## src/rtl/sample_pkg.sv

```systemverilog
// Shared types and helpers for the sample collector and its neighbours.
package sample_pkg;

   typedef enum logic {
      FILL = 1'b0,
      FULL = 1'b1
   } state_t;

   function automatic int len_bits(input int n);
      return $clog2(n + 1);
   endfunction

endpackage

```

## src/rtl/sample_collector_if.sv

```systemverilog
// Sample stream in, lane vector out; the collector takes the slave side.
interface sample_collector_if #(
   parameter int WIDTH = 8,
   parameter int N     = 4
);
   import sample_pkg::*;

   localparam int LW = len_bits(N);

   // Both streams: a transfer happens on a rising edge where valid && ready;
   // the source holds data stable and valid high until that transfer.
   logic [WIDTH-1:0] in_data;
   logic             in_valid;
   logic             in_ready;
   logic             flush;
   logic [WIDTH-1:0] out_vec [N];
   logic [LW-1:0]    out_len;
   logic             out_valid;
   logic             out_ready;

   modport master (
      output in_data, in_valid, flush, out_ready,
      input  in_ready, out_vec, out_len, out_valid
   );

   modport slave (
      input  in_data, in_valid, flush, out_ready,
      output in_ready, out_vec, out_len, out_valid
   );

endinterface

```

## src/rtl/sample_collector.sv

```systemverilog
// Packs N accepted samples (or fewer on flush, zero-padded) into a registered
// lane vector held until the downstream adder tree takes it.
module sample_collector
   import sample_pkg::*;
#(
   parameter int WIDTH = 8,
   parameter int N     = 4
) (
   input  logic   clk,
   input  logic   rst,
   sample_collector_if.slave bus,
   output state_t state_dbg
);

   localparam int LW = len_bits(N);

   state_t           state, state_n;
   logic [LW-1:0]    count, count_n;
   logic [LW-1:0]    len, len_n;
   logic [WIDTH-1:0] lanes   [N];
   logic [WIDTH-1:0] lanes_n [N];
   logic             accept;

   always_ff @(posedge clk) begin
      if (rst) begin
         state <= FILL;
         count <= '0;
         len   <= '0;
         for (int i = 0; i < N; i++) lanes[i] <= '0;
      end else begin
         state <= state_n;
         count <= count_n;
         len   <= len_n;
         lanes <= lanes_n;
      end
   end

   assign bus.in_ready  = (state == FILL) && !rst;
   assign bus.out_valid = (state == FULL);
   assign bus.out_len   = len;
   assign bus.out_vec   = lanes;
   assign state_dbg     = state;
   assign accept        = bus.in_valid && bus.in_ready;

   always_comb begin
      state_n = state;
      count_n = count;
      len_n   = len;
      lanes_n = lanes;
      case (state)
         FILL: begin
            if (accept) begin
               for (int i = 0; i < N; i++) begin
                  if (count == LW'(i)) lanes_n[i] = bus.in_data;
               end
               // A flush alongside an accept closes the vector including this sample.
               if (bus.flush || count == LW'(N - 1)) begin
                  state_n = FULL;
                  len_n   = count + LW'(1);
                  count_n = '0;
               end else begin
                  count_n = count + LW'(1);
               end
            end else if (bus.flush && count != '0) begin
               state_n = FULL;
               len_n   = count;
               count_n = '0;
            end
         end
         FULL: begin
            if (bus.out_ready) begin
               state_n = FILL;
               len_n   = '0;
               count_n = '0;
               for (int i = 0; i < N; i++) lanes_n[i] = '0;
            end
         end
         default: state_n = FILL;
      endcase
   end

endmodule

```

## src/flat_wrapper.sv

```systemverilog
// flat-port wrapper written by rule: the top's interface ports become plain ports
module sample_collector_flat import sample_pkg::*;
#(
   parameter int WIDTH = 8,
   parameter int N     = 4
)
  (clk, rst, state_dbg, bus_in_data, bus_in_valid, bus_flush, bus_out_ready, bus_in_ready, bus_out_vec, bus_out_len, bus_out_valid);
  sample_collector_if #(.WIDTH(WIDTH), .N(N)) bus_i ();
  input  logic clk;
  input  logic rst;
  output state_t state_dbg;
  input wire logic [$bits(bus_i.in_data)-1:0] bus_in_data;
  input wire logic [$bits(bus_i.in_valid)-1:0] bus_in_valid;
  input wire logic [$bits(bus_i.flush)-1:0] bus_flush;
  input wire logic [$bits(bus_i.out_ready)-1:0] bus_out_ready;
  output wire logic [$bits(bus_i.in_ready)-1:0] bus_in_ready;
  output wire logic [$bits(bus_i.out_vec)-1:0] bus_out_vec;
  output wire logic [$bits(bus_i.out_len)-1:0] bus_out_len;
  output wire logic [$bits(bus_i.out_valid)-1:0] bus_out_valid;
  assign bus_i.in_data = bus_in_data;
  assign bus_i.in_valid = bus_in_valid;
  assign bus_i.flush = bus_flush;
  assign bus_i.out_ready = bus_out_ready;
  assign bus_in_ready = bus_i.in_ready;
  assign bus_out_vec = {>>{bus_i.out_vec}};
  assign bus_out_len = bus_i.out_len;
  assign bus_out_valid = bus_i.out_valid;
  sample_collector #(.WIDTH(WIDTH), .N(N)) u_core (.clk(clk), .rst(rst), .bus(bus_i), .state_dbg(state_dbg));
endmodule
```

## config.mk

```make
export PLATFORM = sky130hd
export DESIGN_NAME = sample_collector_flat
export DESIGN_NICKNAME = d
export VERILOG_FILES = /design/src/rtl/sample_pkg.sv /design/src/rtl/sample_collector_if.sv /design/src/rtl/sample_collector.sv /design/src/flat_wrapper.sv
export SDC_FILE = /design/constraint.sdc
export NUM_CORES = 1
export LEC_CHECK = 0
export ABC_CLOCK_PERIOD_IN_PS = 2360
export BUFFER_PORTS_ARGS = -buffer_cell sky130_fd_sc_hd__buf_2
export CORE_MARGIN = 2
export CORE_UTILIZATION = 40
export DETAILED_ROUTE_END_ITERATION = 6
export GPL_TIMING_DRIVEN = 0
export PLACE_DENSITY = 0.75
export SYNTH_ARGS = -nofsm -noshare
export SYNTH_HDL_FRONTEND = slang
export SYNTH_SLANG_ARGS = --single-unit
```

## constraint.sdc

```tcl
create_clock -name clk -period 2.36 [get_ports clk]
set_clock_uncertainty 0.05 [all_clocks]
set_input_delay 0.354 -clock clk [delete_from_list [all_inputs] [get_ports clk]]
set_output_delay 0.354 -clock clk [all_outputs]
set_load 0.02 [all_outputs]
```

==> results.md <==
- The flow ran to the end, and the final reports show no timing, DRC or antenna violations.
- The quantity of hold-fixing buffers added after cts is 0.
- The first detailed-routing pass took 4 iterations.
- The die span in x is 66.0 µm.
- The maximum number of pins on one net before global-route repair is 13.
- Timing would allow up to a little under 500 MHz.
- The class of the tightest hold or removal check is input pin to register.
- The count of buffers added on input and output ports is 49.
- The final cycle utilization of the critical path is 0.856.
- The longest clock path from root to sink contains 2 buffers.
- The number of warnings issued by yosys is 0.
- The setup slack of the worst register-to-register path is approximately 0.34 ns.
- The routed metal-1 wire length is ~1.7 mm.
- The via count of the first global-routing pass came to ~1.2k.
- The maximum fanout encountered on the critical timing path is 6.
- The footprint of the flip-flops and latches is about 800 µm².
- In this run the tightest slew margin relative to its limit is 0.569.
- The violation count after the first detailed-route iteration is between 50 and 60.
- The leakage power is 0.902 nW.
- The maximum vdd ir drop is ~0.00041 V.
- The pin slew with the least headroom to its limit is between 0.6 and 0.7 ns.
- The kind of end point of the critical path is a register.
- The number of design rule violations left after detail routing is 0.
- The share of the synthesized area in the top cell type is 0.507.
- The origin of the critical flop-to-flop path is u_core.count[0].
- The synthesis-stage register bit count is 39.
- The library cell occupying the most area in the post-synthesis netlist is sky130_fd_sc_hd__dfxtp_1.
- The total number of vias is 1337.
- Yosys attributes the largest share of cell area to sky130_fd_sc_hd__dfxtp_1 (51%), sky130_fd_sc_hd__a22o_1 (8.0%), sky130_fd_sc_hd__a32o_1 (5.9%), sky130_fd_sc_hd__a21oi_1 (4.2%), sky130_fd_sc_hd__ha_1 (4.1%).
- The number of clock buffers added by TritonCTS is 5.
- After global routing the overflow that remains totals 0.
- The launch point of the worst path is u_core.count[0].
- The full die area is about 4400 µm².
- After detailed routing, the number of vias per cell comes to between 5 and 6.
- The number of antenna violations at the first check in global routing was 0.
- Data on the critical path is required at its endpoint by roughly 2.6 ns.
- The met3 wire length is approximately 260 µm.
- The number of top-level pins is 51.
- The CTS sink count is 39.
- In the synthesized netlist, the number of instances is 150.
- The critical path capture point is u_core.bus.out_len[0].
- Setup violations remaining at the end of the flow were counted as 0.
- The capture point of the worst reg-to-reg path is u_core.bus.out_len[0].
- The post-CTS setup buffer count is 0.
- The layout overhead on the synthesized area is 27.5%.
- The shortest period the worst path allows is slightly above 2 ns.
- Setup repair after global routing left no endpoint under its margin.
- The root buffer selected by CTS is sky130_fd_sc_hd__clkbuf_8.
- The H-tree was split into 2 levels.
- The count of endpoints failing hold in the final timing report was 0.
- Once detail routing completed, the nets flagged for antenna violations numbered 0.
- The floorplan has 22 rows.
- The commonest non-fill, non-tap cell in the layout is sky130_fd_sc_hd__buf_2.
- Of the cells placed in the final design, the portion with a size suffix greater than 1 is 0.319.
- The worst endpoint data arrival time is 2.21 ns.
- The top cell types in the final layout, fill and taps aside, are sky130_fd_sc_hd__buf_2 (52), sky130_fd_sc_hd__dfxtp_1 (39), sky130_fd_sc_hd__nand2_1 (14), sky130_fd_sc_hd__a22o_1 (14), sky130_fd_sc_hd__a21oi_1 (13).
- After clock tree synthesis, the clock-pin slew on the worst setup and hold paths is 0.08 ns.
- The tool flagged a number of max-cap violations equal to 0.
- The number of nets produced by synthesis is ~170.
- The startpoint kind of the worst setup timing path is a register.
- In this run the cell area of the synthesized design comes to 1540 µm².
- The mean instance size in the synthesized netlist is 10.3 µm².
- The final layout contains routed wiring with a total length of roughly 3.6 mm.
- The later pin in the worst-skew pair is clocked with a latency of approximately 0.29 ns.
- Summed over all nets, wire length on met2 after detailed routing comes to about 1.6 mm.
- The post-placement cell area is approximately 1800 µm².
- The post-detailed-placement half-perimeter wirelength is ~2.7 mm.
- The core region is 3690 µm².
- TritonCTS built the clock tree.
- At the end of the flow the core is filled with cells to 0.532.
- In the final layout, the multi-input gates occupy just under 700 µm².
- Adding up every negative setup slack in the final design gives 0 ns.
- The critical path is of the register to register type.
- The vertical die dimension is 66.0 µm.
- For this run, the register share of the synthesized area comes to 0.507.
- The first global-routing pass estimated approximately 5.4 mm of wire.
- The number of cells upsized or downsized after cts is 0.
- The number of filler instances in the final layout is 359.
- The number of distinct library cell variants in the gate-level netlist after synthesis is 30.
- In this run the top signal layer used is met4.
- The number of pins exceeding their max-slew limit in the final report is 0.
- The global placer's final weighted congestion is 0.818.
- Across all hold checks on the routed design, the worst slack comes to 0.259 ns.
- The total power divided by cell area is around 730 nW/µm².
- The final design instance area without fill is 1960 µm².
- Along the worst hold path, the cell count comes to 3.
- After detailed routing, the average wire length per cell comes to ~14 µm.
- For this run, the total global-route usage over all layers was measured as 0.166.
- For the worst flop-to-flop path, the logic depth is 6.
- The net count reported at finish is between 200 and 250.
- The initial core utilization is 0.417.
- The number of inserted diodes is 0.
- The final total power is approximately 0.0014 W.
-- cell families (layout without fill, tap and decap cells) --
family,Yosys count,in the layout,synth area share
flops,39,39,0.507
xor+xnor,1,1,0.00569
mux,1,1,0.00650
simple gates,45,45,0.166
compound gates,46,46,0.233
fa+ha+maj,5,5,0.0407
buf+inv,13,70,0.0415
-- through the flow --
step,setup WS (ns),instances
2_1_floorplan,0.675,150
3_3_place_gp,0.438,247
3_5_place_dp,0.382,247
4_1_cts,0.358,255
5_1_grt,0.207,255
6_report,0.340,255
-- worst max-delay path, stage by stage, from the launching register on --
cell                       delay, ns
sky130_fd_sc_hd__dfxtp_1        0.38
sky130_fd_sc_hd__ha_1           0.23
sky130_fd_sc_hd__ha_1           0.21
sky130_fd_sc_hd__nor3b_1        0.49
sky130_fd_sc_hd__nand2b_1       0.11
sky130_fd_sc_hd__a31oi_1        0.31
sky130_fd_sc_hd__a22o_1         0.19
-- state kept, by name (all words and copies together), names as in the netlist --
| register | cells |
|---|---|
| u_core.bus.out_vec | 32 |
| u_core.bus.out_len | 3 |
| u_core.count | 3 |
| u_core.bus.out_valid | 1 |
-- how the worst min path moves through the flow --
stage,startpoint,endpoint,slack [ns]
2_1_floorplan,bus_in_data[0],u_core.bus.out_vec[0],0.44
3_3_place_gp,u_core.bus.out_vec[14],u_core.bus.out_vec[14],0.40
3_5_place_dp,u_core.bus.out_vec[15],u_core.bus.out_vec[15],0.40
4_1_cts,bus_in_data[0],u_core.bus.out_vec[0],0.26
5_1_grt,bus_in_data[2],u_core.bus.out_vec[2],0.26
6_report,bus_in_data[0],u_core.bus.out_vec[0],0.26
-- synthesized netlist by cell type --
cell type and n:
sky130_fd_sc_hd__clkbuf_1 2, sky130_fd_sc_hd__and2b_4 1, sky130_fd_sc_hd__nor2_1 3, sky130_fd_sc_hd__clkinv_1 1, sky130_fd_sc_hd__nor3b_1 2, sky130_fd_sc_hd__nor3b_4 1, sky130_fd_sc_hd__ha_1 5, sky130_fd_sc_hd__and2_1 2
sky130_fd_sc_hd__a21oi_1 13, sky130_fd_sc_hd__nor2b_1 6, sky130_fd_sc_hd__a211o_1 1, sky130_fd_sc_hd__nand3_1 8, sky130_fd_sc_hd__and3b_1 2, sky130_fd_sc_hd__a22o_1 14, sky130_fd_sc_hd__inv_1 3, sky130_fd_sc_hd__buf_2 3
sky130_fd_sc_hd__dfxtp_1 39, sky130_fd_sc_hd__o21ai_0 1, sky130_fd_sc_hd__xor2_1 1, sky130_fd_sc_hd__nand2_2 1, sky130_fd_sc_hd__a32o_1 9, sky130_fd_sc_hd__o2bb2ai_1 6, sky130_fd_sc_hd__a31oi_1 1, sky130_fd_sc_hd__nand2_1 14
sky130_fd_sc_hd__mux2i_1 1, sky130_fd_sc_hd__buf_1 1, sky130_fd_sc_hd__nand2b_1 3, sky130_fd_sc_hd__a21o_1 1, sky130_fd_sc_hd__buf_4 3, sky130_fd_sc_hd__nand3b_1 2
-- area by class of cell --
class / instances / share of cell area
Inverter: 4 / 0.00765
Sequential cell: 39 / 0.398
Multi-Input combinational cell: 98 / 0.354
Clock inverter: 2 / 0.0179
Clock buffer: 6 / 0.0421
Tap cell: 48 / 0.0306
Timing Repair Buffer: 49 / 0.125
Buffer: 9 / 0.0249
-- metal layers --
layer  track usage  vias to the layer above
li1              -                      658
met1         0.189                      634
met2         0.274                       39
met3        0.0698                        6
met4        0.0663                        0
met5             0                        -
-- power by group --
part	internal, W	switching, W
combinational	0.0000635	0.000108
sequential	0.000675	0.0000119
clock	0.000342	0.000235
total	0.00108	0.000355
No activity file was read; power rests on OpenSTA's default activity.
